==> src/rtl/uart_rx_fifo.sv <==
// uart_rx_fifo
//   Receive-side byte buffer behind the UART receiver. Each rising edge of
//   RxDone pushes RxData into a circular FIFO. The host sees bytes
//   first-word-fall-through through a Valid/ReadEn handshake.
//
// Optional feature macro: UART_RX_FIFO_OVF_CNT_EN
//   defined     : OvfCount is a saturating 8-bit dropped-frame counter
//   not defined : OvfCount is tied to 0
//
// Parameters
//   DEPTH_LOG2 : log2 of FIFO depth (1..8)
//   DATA_W     : byte width
//
// Ports
//   Clk      in   system clock, rising edge
//   Rst      in   asynchronous active-high reset
//   RxDone   in   receiver frame-complete level
//   RxData   in   receiver byte, stable while RxDone is high
//   Flush    in   synchronous clear of contents and status
//   ReadEn   in   pop request, honoured only when Valid
//   ClrOvf   in   synchronous clear of Overflow (and OvfCount)
//   Dout     out  head-of-FIFO byte
//   Valid    out  FIFO non-empty
//   Empty    out  no entries stored
//   Full     out  Count == 2^DEPTH_LOG2
//   Count    out  number of stored entries
//   Overflow out  sticky dropped-frame flag
//   OvfCount out  dropped-frame count (saturating at 255)
module uart_rx_fifo #(
  parameter int unsigned DEPTH_LOG2 = 4,
  parameter int unsigned DATA_W     = 8
) (
  input  logic                  Clk,
  input  logic                  Rst,
  input  logic                  RxDone,
  input  logic [DATA_W-1:0]     RxData,
  input  logic                  Flush,
  input  logic                  ReadEn,
  input  logic                  ClrOvf,
  output logic [DATA_W-1:0]     Dout,
  output logic                  Valid,
  output logic                  Empty,
  output logic                  Full,
  output logic [DEPTH_LOG2:0]   Count,
  output logic                  Overflow,
  output logic [7:0]            OvfCount
);

  localparam int unsigned AW    = DEPTH_LOG2;
  localparam int unsigned PW    = DEPTH_LOG2 + 1;
  localparam int unsigned DEPTH = 1 << DEPTH_LOG2;

  logic              d1_q, d2_q;
  logic [PW-1:0]     wp_q, wp_d;
  logic [PW-1:0]     rp_q, rp_d;
  logic [DATA_W-1:0] mem_q [DEPTH];
  logic              ovf_q, ovf_d;

  logic push, pop, push_ok, drop, empty, full;

  always_comb begin
    push    = d1_q & ~d2_q;
    empty   = (wp_q == rp_q);
    full    = (wp_q[PW-1] != rp_q[PW-1]) && (wp_q[AW-1:0] == rp_q[AW-1:0]);
    pop     = ReadEn & ~empty;
    // When full, a same-cycle pop frees the slot being written.
    push_ok = push & (~full | pop);
    drop    = push & full & ~pop;
  end

  always_comb begin
    wp_d  = wp_q;
    rp_d  = rp_q;
    ovf_d = ovf_q;
    if (Flush) begin
      wp_d  = '0;
      rp_d  = '0;
      ovf_d = 1'b0;
    end else begin
      wp_d = wp_q + PW'(push_ok);
      rp_d = rp_q + PW'(pop);
      if (drop) begin
        ovf_d = 1'b1;
      end else if (ClrOvf) begin
        ovf_d = 1'b0;
      end
    end
  end

  always_ff @(posedge Clk or posedge Rst) begin
    if (Rst) begin
      d1_q  <= 1'b0;
      d2_q  <= 1'b0;
      wp_q  <= '0;
      rp_q  <= '0;
      ovf_q <= 1'b0;
    end else begin
      d1_q  <= RxDone;
      d2_q  <= d1_q;
      wp_q  <= wp_d;
      rp_q  <= rp_d;
      ovf_q <= ovf_d;
    end
  end

  always_ff @(posedge Clk or posedge Rst) begin
    if (Rst) begin
      for (int unsigned i = 0; i < DEPTH; i++) begin
        mem_q[i] <= '0;
      end
    end else if (push_ok && !Flush) begin
      mem_q[wp_q[AW-1:0]] <= RxData;
    end
  end

`ifdef UART_RX_FIFO_OVF_CNT_EN
  logic [7:0] ovf_cnt_q, ovf_cnt_d;

  // A drop coinciding with ClrOvf restarts the count at 1, matching the
  // flag where the set wins.
  always_comb begin
    ovf_cnt_d = ovf_cnt_q;
    if (Flush) begin
      ovf_cnt_d = '0;
    end else if (ClrOvf) begin
      ovf_cnt_d = drop ? 8'd1 : 8'd0;
    end else if (drop && (ovf_cnt_q != '1)) begin
      ovf_cnt_d = ovf_cnt_q + 8'd1;
    end
  end

  always_ff @(posedge Clk or posedge Rst) begin
    if (Rst) begin
      ovf_cnt_q <= '0;
    end else begin
      ovf_cnt_q <= ovf_cnt_d;
    end
  end

  assign OvfCount = ovf_cnt_q;
`else
  assign OvfCount = '0;
`endif

  assign Dout     = mem_q[rp_q[AW-1:0]];
  assign Empty    = empty;
  assign Valid    = ~empty;
  assign Full     = full;
  assign Count    = wp_q - rp_q;
  assign Overflow = ovf_q;

endmodule

==> config.mk <==
export PLATFORM = sky130hd
export DESIGN_NAME = uart_rx_fifo
export DESIGN_NICKNAME = d
export VERILOG_FILES = /design/src/rtl/uart_rx_fifo.sv
export SDC_FILE = /design/constraint.sdc
export NUM_CORES = 1
export LEC_CHECK = 0
export ABC_AREA = 1
export ABC_CLOCK_PERIOD_IN_PS = 11950
export CAP_MARGIN = 40
export CORE_MARGIN = 2
export CORE_UTILIZATION = 45
export DETAILED_ROUTE_END_ITERATION = 10
export GPL_TIMING_DRIVEN = 0
export SYNTH_ARGS = -nofsm -noshare
export SYNTH_HDL_FRONTEND = slang
export SYNTH_SLANG_ARGS = --single-unit
export TNS_END_PERCENT = 10
==> constraint.sdc <==
create_clock -name Clk -period 11.95 [get_ports Clk]
set_input_delay 2.9875 -clock Clk [delete_from_list [all_inputs] [get_ports Clk]]
set_output_delay 2.9875 -clock Clk [all_outputs]
set_load 0.02 [all_outputs]
==> metrics.txt <==
number of flops mapped to enable cells by yosys 0; std cell rows 46; Residual DRC 0; required time worst endpoint 8960 ps; endpoint of the most critical register-to-register path wp_q[4]$_DFF_PP0_; Starting Density 0.460; launching element type of the critical path flop; max-cap check violation count 0; first-pass GRT wire length 35300 µm; Area growth syn-to-layout 16.5%; net count of the finished layout ~1000; fraction of registers with async set or reset after synthesis 1.00; number of antenna violations at the first check in global routing 0; total routing usage reported by global routing 0.271; worst slew slack as a fraction of its limit 0.415; minimum period implied by the final worst setup slack ~6400 ps; number of nets with antenna violations after detailed routing 0; depth of the most critical reg-to-reg path 15; critical path class flop to output pin; final-layout setup total negative slack 0 ps; Top-Level Pins 39; aggregate routed wire length around 23000 µm; maximum number of pins on one net before global-route repair 77; DRT iter0 DRCs between 700 and 800; worst min-delay path class flop to flop; slack of the critical path approximately 5500 ps; crit path capture type output pin; Setup Viol. Count Final 0; depth of the worst hold-timing path 0; clock latency on the worst-skew pair between 400 and 500 ps; routed len/inst ~18 µm; clock buffer count from CTS 17; post-layout util 0.536; ys flop type sky130_fd_sc_hd__dfrtp_1; Post-CTS Setup Bufs 0; CP Data Arrival Time 3440 ps; Seq cells post-synth between 100 and 150; register area share after synthesis 0.484; clock-pin slew reported for the worst setup and hold paths after clock tree synthesis around 60 ps; Post-Place Worst Slack approximately 6000 ps; slack of the worst reg-to-reg path about 8500 ps; maximum number of buffers from clock root to sink 2; Post-Route Skew between 7 and 8 ps; total of warnings raised by yosys 0; die outline height 131 µm; number of global-route vias before repair slightly above 6000; Detailed Routing Iterations Pass 1 5; total leakage power 4.68 nW; Mapped Avg Cell Area 7.51 µm²; clock sink count 141; maximum fanout encountered on the critical timing path 10; number of distinct standard cells referenced by the synthesized netlist 28; die area 17200 µm²; count of buffers inserted at the top-level ports 22; Placeable Area 15800 µm²; Congestion Overflow GR 0; crit share post-route 0.538; hold_ws between 300 and 400 ps; die boundary width between 100 and 150 µm; top achievable clock speed approximately 160 MHz; result of the run completed; fraction of final layout cells sized beyond drive strength 1 0.0727; via count of the routed design 6455; clock root buffer sky130_fd_sc_hd__clkbuf_16; Hold Path Sink d2_q$_DFF_PP0_; number of failing hold endpoints at the final stage 0; total inserted antenna cells 0; hold_sp d1_q$_DFF_PP0_; Detailed Place HPWL ~15000 µm; vias per cell 5.17; setup repair after global routing missed its margin no; post-CTS sizing 0; cts-stage hold buffer count 0; final max-slew violation count 0; final estimated routing congestion in global placement approximately 0.90; Final Power 1.36 mW; most frequent cells in the layout sky130_fd_sc_hd__nand2_1 (498), sky130_fd_sc_hd__dfrtp_1 (141), sky130_fd_sc_hd__nor2_1 (83), sky130_fd_sc_hd__inv_1 (40), sky130_fd_sc_hd__o21ai_0 (40); actual slew at the worst max-slew pin 878 ps; cell area after synthesis 7280 µm²; synthesized netlist cell count 970; maximum vdd drop approximately 0.11 mV; total number of H-tree levels 4; power per cell area 160 nW/µm²; CTS tree yes; worst r2r src rp_q[2]$_DFF_PP0_; most common cell after layout, fill and taps aside sky130_fd_sc_hd__nand2_1
[cells by family (layout without fill, tap and decap cells)]
| family | Yosys count | after routing | synth area share |
|---|---|---|---|
| adder cells (fa/ha/maj) | 9 | 9 | 0.0165 |
| flip-flops | 141 | 141 | 0.484 |
| buffers and inverters | 93 | 148 | 0.0575 |
| AND/OR/NAND/NOR | 632 | 632 | 0.369 |
| other | 1 | 8 | 0.000515 |
| AO/OA/AOI/OAI | 91 | 91 | 0.0680 |
| XOR/XNOR | 3 | 3 | 0.00361 |
[sequential cells by signal, indices dropped and copies added (netlist names)]
name / count
mem_q: 128
rp_q: 5
wp_q: 5
Overflow: 1
d1_q: 1
d2_q: 1
[power by group]
group          switching, mW  internal [mW]
clock network          0.210          0.381
logic                  0.171         0.0829
registers             0.0145          0.500
[per-layer routing]
layer  GRT usage  routed length [µm]  vias up
met2       0.408               10000      248
met1       0.389               10400     3037
met5           0                   0        -
met3      0.0478                1470       47
li1            -                   -     3123
met4       0.105                 640        0
[critical path, stage by stage, from the launching register on]
cell and delay, ps:
sky130_fd_sc_hd__dfrtp_1 440, sky130_fd_sc_hd__clkinv_1 420, sky130_fd_sc_hd__clkbuf_1 480, sky130_fd_sc_hd__ha_1 490, sky130_fd_sc_hd__nand2_1 100, sky130_fd_sc_hd__nor2_2 180
sky130_fd_sc_hd__inv_1 80, sky130_fd_sc_hd__nor2_1 180, sky130_fd_sc_hd__clkdlybuf4s50_1 640
[cells in the mapped netlist (10+ instances only)]
cell	n	area [µm²]
sky130_fd_sc_hd__nand2_1	498	1870
sky130_fd_sc_hd__dfrtp_1	141	3530
sky130_fd_sc_hd__nor2_1	83	312
sky130_fd_sc_hd__inv_1	41	154
sky130_fd_sc_hd__o21ai_0	40	200
sky130_fd_sc_hd__a21oi_1	35	175
sky130_fd_sc_hd__clkbuf_1	19	71.3
sky130_fd_sc_hd__nand3_1	18	90.1
sky130_fd_sc_hd__o211ai_1	16	120
sky130_fd_sc_hd__buf_1	12	45.0
sky130_fd_sc_hd__buf_4	10	75.1
sky130_fd_sc_hd__nor2_8	10	200
[how the worst max path moves through the flow]
stage | depth (start not counted) | endpoint | start | slack, ps
detailed placement | 8 | Empty | rp_q[2]$_DFF_PP0_ | 6020
global route | 8 | Empty | rp_q[2]$_DFF_PP0_ | 5310
CTS | 8 | Empty | rp_q[2]$_DFF_PP0_ | 5550
floorplan | 1 | Overflow$_DFFE_PP0P_ | Rst | 5180
global placement | 2 | mem_q[108]$_DFFE_PP0P_ | Rst | 2990
finish | 8 | Empty | rp_q[2]$_DFF_PP0_ | 5520
[area by class of cell]
| cell class | count | area, µm² |
|---|---|---|
| clock inverter | 11 | 189 |
| buffer | 50 | 258 |
| sequential | 141 | 3530 |
| fill | 1546 | 7350 |
| timing repair buffer | 23 | 248 |
| inverter | 43 | 166 |
| multi-input combinational | 743 | 3360 |
| clock buffer | 21 | 460 |
| tap | 216 | 270 |
[per-stage QoR]
stage | instances | cell area [µm²]
after floorplan | 977 | 7310
after CTS | 1248 | 8480
after global placement | 1215 | 7800
after global routing | 1248 | 8480
final | 1248 | 8480
after detailed placement | 1216 | 7830
No activity file was read; power rests on OpenSTA's default activity.
